**config.mk**
```make
export PLATFORM = sky130hd
export DESIGN_NAME = mem_port_arbiter
export DESIGN_NICKNAME = d
export VERILOG_FILES = /design/src/rtl/mem_port_arbiter.sv
export SDC_FILE = /design/constraint.sdc
export NUM_CORES = 1
export LEC_CHECK = 0
export ABC_AREA = 1
export ABC_CLOCK_PERIOD_IN_PS = 2000
export BUFFER_PORTS_ARGS = -buffer_cell sky130_fd_sc_hd__buf_2
export CAP_MARGIN = 0
export CORE_AREA = 2 2 141 143
export DETAILED_ROUTE_END_ITERATION = 10
export DIE_AREA = 0 0 143 145
export PLACE_DENSITY_LB_ADDON = 0.3
export SLEW_MARGIN = 20
export SYNTH_ARGS = -nofsm -noshare
export SYNTH_HDL_FRONTEND = slang
export SYNTH_SLANG_ARGS = --single-unit
```
**constraint.sdc**
```tcl
create_clock -name clk -period 2 [get_ports clk]
set_input_delay 0.1 -clock clk [delete_from_list [all_inputs] [get_ports clk]]
set_output_delay 0.1 -clock clk [all_outputs]
set_load 0.05 [all_outputs]
```
**src/rtl/mem_port_arbiter.sv**
```systemverilog
// mem_port_arbiter: shares one single-port memory between IF and MEM stages.
// Defining ARB_PERF_CNT_EN adds grant and stall counters on the perf_* ports.
module mem_port_arbiter #(
    parameter int AW = 32,
    parameter int DW = 32,
    parameter int STARVE_MAX = 4,
    parameter int TIMEOUT = 64
) (
    input  logic          clk,
    input  logic          reset,
    input  logic          if_req,
    input  logic [AW-1:0] if_addr,
    output logic [DW-1:0] if_rdata,
    output logic          if_done,
    input  logic          dm_req,
    input  logic          dm_we,
    input  logic [AW-1:0] dm_addr,
    input  logic [DW-1:0] dm_wdata,
    output logic [DW-1:0] dm_rdata,
    output logic          dm_done,
    output logic          mem_req,
    output logic          mem_we,
    output logic [AW-1:0] mem_addr,
    output logic [DW-1:0] mem_wdata,
    input  logic [DW-1:0] mem_rdata,
    input  logic          mem_ready,
    output logic          stall_if,
    output logic          stall_mem,
    output logic          err,
    output logic          busy,
    output logic [31:0]   perf_if_grants,
    output logic [31:0]   perf_dm_grants,
    output logic [31:0]   perf_stall_cycles
);
    typedef enum logic [1:0] {IDLE, IF_ACC, DM_ACC, DONE} stateT;
    stateT state;
    logic [3:0] starveCnt;
    logic [7:0] timer;
    logic dmWin, ifWin;
    // data wins unless IF has already lost STARVE_MAX arbitrations in a row
    assign dmWin = state == IDLE && dm_req && (starveCnt < 4'(STARVE_MAX) || !if_req);
    assign ifWin = state == IDLE && if_req && !dmWin;
    assign stall_if = if_req & ~if_done;
    assign stall_mem = dm_req & ~dm_done;
    assign busy = state != IDLE;
    always_ff @(posedge clk) begin
        if (reset) begin
            state <= IDLE;
            starveCnt <= '0;
            timer <= '0;
            err <= 1'b0;
            mem_req <= 1'b0;
            mem_we <= 1'b0;
            mem_addr <= '0;
            mem_wdata <= '0;
            if_rdata <= '0;
            dm_rdata <= '0;
            if_done <= 1'b0;
            dm_done <= 1'b0;
        end else begin
            case (state)
                IDLE: begin
                    starveCnt <= (dmWin && if_req) ? starveCnt + 4'd1 : 4'd0;
                    if (dmWin) begin
                        state <= DM_ACC;
                        mem_req <= 1'b1;
                        mem_we <= dm_we;
                        mem_addr <= dm_addr;
                        mem_wdata <= dm_wdata;
                    end else if (ifWin) begin
                        state <= IF_ACC;
                        mem_req <= 1'b1;
                        mem_we <= 1'b0;
                        mem_addr <= if_addr;
                    end
                end
                IF_ACC, DM_ACC: begin
                    if (mem_ready) begin
                        state <= DONE;
                        mem_req <= 1'b0;
                        mem_we <= 1'b0;
                        timer <= '0;
                        if (state == IF_ACC) begin
                            if_rdata <= mem_rdata;
                            if_done <= 1'b1;
                        end else begin
                            dm_done <= 1'b1;
                            if (!mem_we) dm_rdata <= mem_rdata;
                        end
                    end else begin
                        // err rises in the cycle the timer reads TIMEOUT; the access keeps waiting
                        timer <= (timer == 8'hFF) ? timer : timer + 8'd1;
                        if (timer == 8'(TIMEOUT - 1)) err <= 1'b1;
                    end
                end
                default: begin
                    state <= IDLE;
                    if_done <= 1'b0;
                    dm_done <= 1'b0;
                end
            endcase
        end
    end
`ifdef ARB_PERF_CNT_EN
    always_ff @(posedge clk) begin
        if (reset) begin
            perf_if_grants <= '0;
            perf_dm_grants <= '0;
            perf_stall_cycles <= '0;
        end else begin
            perf_if_grants <= perf_if_grants + 32'(ifWin);
            perf_dm_grants <= perf_dm_grants + 32'(dmWin);
            perf_stall_cycles <= perf_stall_cycles + 32'(stall_if | stall_mem);
        end
    end
`else
    assign perf_if_grants = '0;
    assign perf_dm_grants = '0;
    assign perf_stall_cycles = '0;
`endif
endmodule
```
==> results.yml, run 1 <==
cells_and_area:
  n_fill_cell: 1799
  layout_commonest_cell: "buf_2"
  fin_nets: 1367
  fin_util: 0.5106
  layout_common_cells: "268 x buf_2, 194 x nor2_1, 147 x dfxtp_1"
  drive_above_1_share: 0.3290
  syn2layout_area_growth_pct: 44.05
setup_path:
  crit_type: "flip-flop to output port"
  worst_setup_path_end_kind: "output port"
  worst-path-buf-inv: 4
  cp.depth: 5
  cpLargestDelayFamily: "buffers and inverters"
  rr_startpoint: "state[0]$_SDFFE_PP0P_"
  critPathLaunchType: "flip-flop"
  r2r_slack_ps: 210
  crit_chain: "inv_1 -> ha_1 -> buf_4 -> inv_1 -> buf_4"
  cp_slowest_cell: "dfxtp_1"
  required_ps: 1900
  worstPathArrival_ps: 1770
  rr_worst_depth: 7
  r2r_end: "mem_addr[29]$_SDFFE_PP0P_"
  path_max_fanout: 6
  max_stage_delay_ps: 350
synthesis:
  synth.area.top_cells: "dfxtp_1 43%, buf_4 11%, nor2_1 11%"
  synth_top_area_share: 0.4323
  ys_seq_area_frac: 0.4323
  synth_largest_area_cell: "dfxtp_1"
  ys_seq_elements: 147
  synthCells: 846
  netlist_area_sq_um: 6808
  synth_cell_types: 32
  yosysWarnings: 0
  syn_avg_cell_area_sq_um: 8.047
route:
  drt-pass1-iter-count: 6
  drc: 0
  wl_per_cell_microns: 13.29
  routed_wl_mm: 20.01
  vias: 6571
  drt_iter0_drc: 306
  ant_nets: 0
  vias_per_cell: 4.363
grt:
  grt_pass1_vias: 6031
  grt_pass1_wl_mm: 30.48
  antenna_found_initial: 1
  groute.usage.overall: 0.1838
  grt_max_degree: 139
  grt-ovfl-total: 0
timing:
  hold_violations: 0
  fin_setup_tns_ps: 0
  rsz0062_at_grt: "false"
  fmax_mhz: 535.7
  final.min_clock_period_ps: 1867
  skew_ps: 10.08
  drv_slew: 0
  tightest_slew_ps: 570.7
  finalSetupViolCount: 0
  slew-limit-headroom: 0.6181
  finalCritPeriodShare: 0.9334
die:
  die_w_microns: 143
  core_sq_um: 19210
  die_h_microns: 145
  rows: 51
  ios: 366
  start_util: 0.3544
  dieArea_sq_um: 20740
placement:
  io_buffers: 269
  dpl.hpwl_mm: 12.81
  gp_congestion: 0.7831
clocking:
  cts_tree: "yes"
  cts_root_buf: "clkbuf_16"
  clk_pin_slew_ps: 60
  cts.sink_count: 147
  cts_buffer_depth: 2
  insertion_delay_ps: 420
  cts_buffers: 17
  htree_levels: 4
run_status:
  status: "complete, no violations"
power:
  p_per_area_nw_per_um2: 1511
  ir_worst_vdd_uv: 674.1
  leakagePower_nw: 4.593
flow_run:
  maxCapViolations: 0
hold_path:
  hold_depth: 2
  holdCritStartpoint: "reset"
  hold_end: "timer[7]$_SDFFE_PP0P_"
  hp-class: "primary input to flip-flop"
==> worst reg2reg max path: stages, from the launching register on <==
cell,delay (ps)
dfxtp_1,350
inv_1,90
ha_1,320
o21ai_4,270
inv_2,160
buf_12,200
o21ai_0,250
a21oi_2,60
==> worst max path at each step <==
stage | from | endpoint | slack, ps
3_3_place_gp | state[0]$_SDFFE_PP0P_ | mem_addr[0]$_SDFFE_PP0P_ | 260
5_1_grt | state[0]$_SDFFE_PP0P_ | busy | 1
3_5_place_dp | state[0]$_SDFFE_PP0P_ | mem_addr[0]$_SDFFE_PP0P_ | 200
2_1_floorplan | state[0]$_SDFFE_PP0P_ | mem_we$_SDFFE_PP0P_ | 380
4_1_cts | state[0]$_SDFFE_PP0P_ | busy | 6
6_report | state[0]$_SDFFE_PP0P_ | busy | 130
==> sequential cells by signal, summed over array words and instances, names as in the netlist, 2 cells and up <==
register / count
timer: 8
mem_addr: 32
state: 2
starveCnt: 4
dm_rdata: 32
mem_wdata: 32
if_rdata: 32
==> through the flow <==
stage	cells	instance area [sq um]	hold slack (ps)	power [W]	setup WS [ps]
2_1_floorplan	941	7164	234.1	0.01007	382.4
3_3_place_gp	1344	7896	335.5	0.01129	264.6
3_5_place_dp	1344	7896	343.1	0.01133	204.9
4_1_cts	1505	9802	17.88	0.01492	6.051
5_1_grt	1506	9807	33.56	0.01562	1.019
6_report	1506	9807	33.86	0.01482	133.3
==> logic make-up (layout without fill, tap and decap cells) <==
| family | after synthesis | in the layout | share of synthesized area |
|---|---|---|---|
| AO/OA/AOI/OAI | 219 | 219 | 0.1959 |
| adder cells (fa/ha/maj) | 6 | 6 | 0.01103 |
| buffers and inverters | 172 | 471 | 0.1777 |
| flip-flops | 147 | 147 | 0.4323 |
| other | 1 | 97 | 0.0005508 |
| AND/OR/NAND/NOR | 301 | 301 | 0.1825 |
==> cell usage after synthesis (all sizes together) <==
cell	instances
o21bai	1
nand2	68
conb	1
o211ai	1
nor2	215
clkbuf	16
o21ai	135
nor3	2
inv	26
a21oi	82
buf	130
nand3b	2
nand3	14
ha	6
dfxtp	147
==> cell type report <==
cell class,count,area (sq um),share of cell area
multi-input combinational,622,3012,0.3071
sequential,147,2943,0.3001
timing repair buffer,413,2803,0.2858
clock buffer,17,425.4,0.04338
tap,265,331.6,0.03381
clock inverter,15,188.9,0.01927
inverter,26,101.3,0.01033
antenna,1,2.502,0.0002552
==> power breakdown <==
part           internal, W  switching [W]  total [W]
clock network      0.00190        0.00144    0.00334
logic              0.00180        0.00550    0.00730
registers          0.00373       0.000449    0.00418
==> layer usage <==
| metal | GRT usage | routed length (microns) | vias to the layer above |
|---|---|---|---|
| met2 | 0.3067 | 9546 | 262 |
| li1 | - | - | 3319 |
| met4 | 0.06832 | 405 | 0 |
| met1 | 0.2214 | 8563 | 2960 |
| met5 | 0 | 0 | - |
| met3 | 0.05512 | 1498 | 30 |
==> timing repair <==
item / CTS / global route
endpoints found under the setup margin: 0 / 1
endpoints found under the hold margin: 127 / 0
gates resized for setup: 0 / 2
hold buffers: 129 / 0
buffers inserted: 0 / 0
No activity file was read; power rests on OpenSTA's default activity.
==> inputs of run 2 (changes only) <==
BUFFER_PORTS_ARGS = not set   (was -buffer_cell sky130_fd_sc_hd__buf_2)
DONT_BUFFER_PORTS = 1   (was not set)
==> run 2 against run 1 <==
  * Combinational power fell by 37%
  * Wire length decreased by 5.2%
  * Die area unchanged
  * Design area shrank 11%
  * Critical endpoint unchanged
==> results.yml, run 2 (synthesized netlist as in run 1, its figures left out) <==
placement:
  place_area_sq_um: 6770
  io_buffers: 0
  dpl.hpwl_mm: 12.32
  place_ws_ps: 243.3
  gp_congestion: 0.7214
die:
  core_sq_um: 19210
  ios: 366
  dieArea_sq_um: 20740
  die_w_microns: 143
  die_h_microns: 145
  rows: 51
  start_util: 0.3544
setup_path:
  r2r_end: "mem_we$_SDFFE_PP0P_"
  critPathLaunchType: "flip-flop"
  crit_end: "busy"
  rr_startpoint: "state[1]$_SDFFE_PP0P_"
  required_ps: 1900
  r2r_slack_ps: 270
  path_max_fanout: 6
  crit_type: "flip-flop to output port"
  worst_setup_path_end_kind: "output port"
  critPathLaunch: "state[0]$_SDFFE_PP0P_"
  worstPathArrival_ps: 1680
  rr_worst_depth: 9
flow_run:
  maxCapViolations: 0
timing:
  finalSetupViolCount: 0
  slew-limit-headroom: 0.6096
  tightest_slew_ps: 584.8
  drv_slew: 0
  fmax_mhz: 560.7
  setup_slack_ps: 216.6
  whs_ps: 28.01
  skew_ps: 9.449
  rsz0062_at_grt: "false"
  finalCritPeriodShare: 0.8917
  final.min_clock_period_ps: 1783
  hold_violations: 0
  fin_setup_tns_ps: 0
cells_and_area:
  fin_nets: 1127
  layout_common_cells: "194 x nor2_1, 147 x dfxtp_1, 132 x dlygate4sd3_1"
  syn2layout_area_growth_pct: 27.61
  layout_commonest_cell: "nor2_1"
  fin_util: 0.4523
  n_fill_cell: 1818
  drive_above_1_share: 0.1642
  final_area_sq_um: 8687
clocking:
  cts_buffers: 17
  insertion_delay_ps: 420
  hold_buffers: 132
  cts_tree: "yes"
  cts-resized-gates: 0
  cts_root_buf: "clkbuf_16"
  cts_buffer_depth: 2
  post-cts-setup-buffer-count: 0
  clk_pin_slew_ps: 60
  htree_levels: 4
  cts.sink_count: 147
grt:
  grt_pass1_wl_mm: 28.76
  antenna_found_initial: 1
  groute.usage.overall: 0.1746
  grt_max_degree: 53
  grt-ovfl-total: 0
  grt_pass1_vias: 5544
route:
  drt-pass1-iter-count: 5
  vias: 5744
  wl_per_cell_microns: 15.01
  vias_per_cell: 4.541
  drt_iter0_drc: 170
  routed_wl_mm: 18.98
  drc: 0
  ant_nets: 0
run_status:
  status: "complete, no violations"
power:
  p_per_area_nw_per_um2: 1643
  ir_worst_vdd_uv: 657.4
  leakagePower_nw: 3.515
hold_path:
  hp-class: "primary input to flip-flop"
  hold_depth: 4
[run 2: changes by cell type in the layout (fill, tap and decap cells not counted)]
cell	delta
buf_4	+23
buf_2	-268
inv_6	+1
clkinvlp_4	+2
inv_8	-1
clkinv_4	-2
buf_12	+2
dlygate4sd3_1	+3
clkinv_8	-1
[run 2: metal layers]
metal	global-route usage	routed length [microns]	part of all wire
met1	0.1930	7452	0.39
met2	0.3050	9410	0.50
met3	0.06832	1832	0.097
met4	0.05446	287	0.015
met5	0	0	0
[run 2: area by class of cell]
class	instances	area (sq um)	area share
antenna	1	2.502	0.0002881
clock buffer	17	425.4	0.04897
clock inverter	14	167.7	0.01930
inverter	26	101.3	0.01167
multi-input combinational	622	3012	0.3467
sequential	147	2943	0.3388
tap	265	331.6	0.03817
timing repair buffer	173	1704	0.1962
[run 2: power breakdown]
part           switching [W]  total, W  internal, W
registers            0.00269   0.00642      0.00373
logic                0.00314   0.00459      0.00145
clock network        0.00138   0.00326      0.00188
[run 2: worst max-delay path: stages (launching register included)]
cell and delay [ps]:
dfxtp_1 360, inv_1 80, ha_1 300, buf_4 190
inv_1 100, buf_4 240
[run 2: stage by stage]
step	power, W	std cells
floorplan	0.01007	941
global placement	0.01082	1101
detailed placement	0.01086	1101
CTS	0.01438	1264
global route	0.01505	1265
finish	0.01427	1265
[run 2: how the worst min path moves through the flow]
stage,to,from,slack (ps)
floorplan,mem_wdata[0]$_SDFFE_PP0P_,dm_wdata[0],230
global placement,starveCnt[1]$_SDFFE_PP0N_,reset,170
detailed placement,err$_SDFFE_PP0P_,reset,180
CTS,state[0]$_SDFFE_PP0P_,if_req,5
global route,state[0]$_SDFFE_PP0P_,if_req,20
finish,state[0]$_SDFFE_PP0P_,if_req,30
==> inputs of run 3 (changes only) <==
CORE_AREA = not set   (was 2 2 141 143)
CORE_MARGIN = 2   (was not set)
CORE_UTILIZATION = 35   (was not set)
DIE_AREA = not set   (was 0 0 143 145)
==> run 3 against run 2 <==
  * Register-to-register slack barely moved
  * Sequential share of layout area rose by 0.83 points
  * Worst hold slack improved by 10 ps
  * Flip-flop and latch count did not move
==> results.yml, run 3 (synthesized netlist as in run 1, its figures left out) <==
timing:
  hold_violations: 0
  slew-limit-headroom: 0.5900
  setup_slack_ps: 262.4
  finalCritPeriodShare: 0.8688
  tightest_slew_ps: 614.1
  finalSetupViolCount: 0
  final.min_clock_period_ps: 1738
  whs_ps: 38.40
  fin_setup_tns_ps: 0
  skew_ps: 9.075
  rsz0062_at_grt: "false"
  fmax_mhz: 575.5
  drv_slew: 0
power:
  p_per_area_nw_per_um2: 1621
  leakagePower_nw: 3.402
  ir_worst_vdd_uv: 752.0
placement:
  gp_congestion: 0.7520
  io_buffers: 0
  place_ws_ps: 279.4
  dp.cells: 1085
  dpl.hpwl_mm: 11.67
  place_area_sq_um: 6613
clocking:
  cts_buffers: 17
  cts_tree: "yes"
  clk_pin_slew_ps: 60
  insertion_delay_ps: 420
  cts_root_buf: "clkbuf_16"
  htree_levels: 4
  cts.sink_count: 147
  cts_buffer_depth: 2
  post-cts-setup-buffer-count: 0
route:
  wl_per_cell_microns: 14.79
  drt_iter0_drc: 266
  drc: 0
  routed_wl_mm: 18.47
  ant_nets: 0
  vias: 5666
  drt-pass1-iter-count: 4
  vias_per_cell: 4.536
cells_and_area:
  layout_commonest_cell: "nor2_1"
  layout_common_cells: "194 x nor2_1, 147 x dfxtp_1, 132 x dlygate4sd3_1"
  stdcell_count: 1249
  syn2layout_area_growth_pct: 24.54
  drive_above_1_share: 0.1506
  n_fill_cell: 1930
  fin_nets: 1111
  final_area_sq_um: 8478
grt:
  grt_max_degree: 109
  grt-ovfl-total: 0
  grt_pass1_vias: 5356
  grt_pass1_wl_mm: 27.61
  groute.usage.overall: 0.1715
  antenna_found_initial: 1
setup_path:
  crit_type: "flip-flop to output port"
  worst_setup_path_end_kind: "output port"
  r2r_slack_ps: 270
  path_max_fanout: 6
  critPathLaunchType: "flip-flop"
  rr_startpoint: "state[1]$_SDFFE_PP0P_"
  worstPathArrival_ps: 1640
  required_ps: 1900
  r2r_end: "mem_we$_SDFFE_PP0P_"
  rr_worst_depth: 9
die:
  rows: 51
  dieArea_sq_um: 20580
  ios: 366
  core_sq_um: 19270
  die_h_microns: 143.5
  die_w_microns: 143.5
  start_util: 0.3533
flow_run:
  maxCapViolations: 0
hold_path:
  hp-class: "primary input to flip-flop"
  hold_depth: 5
  hold_end: "state[0]$_SDFFE_PP0P_"
  holdCritStartpoint: "dm_req"
run_status:
  status: "complete, no violations"
[run 3: worst max-delay path: stages (launching register included)]
cell	delay (ps)
dfxtp_1	360
inv_1	80
ha_1	290
buf_4	190
inv_1	70
buf_4	230
[run 3: metrics by stage]
step / util / total power, W
3_5_place_dp: 0.3431 / 0.01059
2_1_floorplan: - / 0.01007
5_1_grt: 0.4399 / 0.01453
4_1_cts: 0.4398 / 0.01386
3_3_place_gp: 0.3431 / 0.01055
6_report: 0.4399 / 0.01375
[run 3: power breakdown]
part           total (W)  switching, W  internal [W]
logic            0.00400       0.00274       0.00127
clock network    0.00298       0.00136       0.00162
registers        0.00676       0.00303       0.00373
[run 3: worst max-delay path by stage]
stage	slack, ps	startpoint	end	cells past startpoint
2_1_floorplan	380	state[0]$_SDFFE_PP0P_	mem_we$_SDFFE_PP0P_	8
3_3_place_gp	320	state[0]$_SDFFE_PP0P_	mem_we$_SDFFE_PP0P_	9
3_5_place_dp	280	state[0]$_SDFFE_PP0P_	mem_we$_SDFFE_PP0P_	9
4_1_cts	240	state[0]$_SDFFE_PP0P_	busy	5
5_1_grt	110	state[1]$_SDFFE_PP0P_	mem_we$_SDFFE_PP0P_	9
6_report	260	state[0]$_SDFFE_PP0P_	busy	5
[run 3: metal layers]
metal	routed length (microns)	global-route usage
met1	7472	0.1920
met2	8857	0.2930
met3	1802	0.06798
met4	338	0.06553
met5	0	0
[run 3: timing repair]
action / CTS / global route
setup endpoints to repair: 0 / 0
hold buffers: 132 / 0
hold endpoints to repair: 143 / 0
resized for setup: 0 / 0
[run 3: cell type report]
class / instances / area (sq um) / share of cell area
tap: 265 / 331.6 / 0.03911
clock buffer: 17 / 425.4 / 0.05018
multi-input combinational: 622 / 3012 / 0.3552
antenna: 1 / 2.502 / 0.0002952
timing repair buffer: 157 / 1546 / 0.1824
clock inverter: 14 / 116.4 / 0.01372
inverter: 26 / 101.3 / 0.01195
sequential: 147 / 2943 / 0.3471
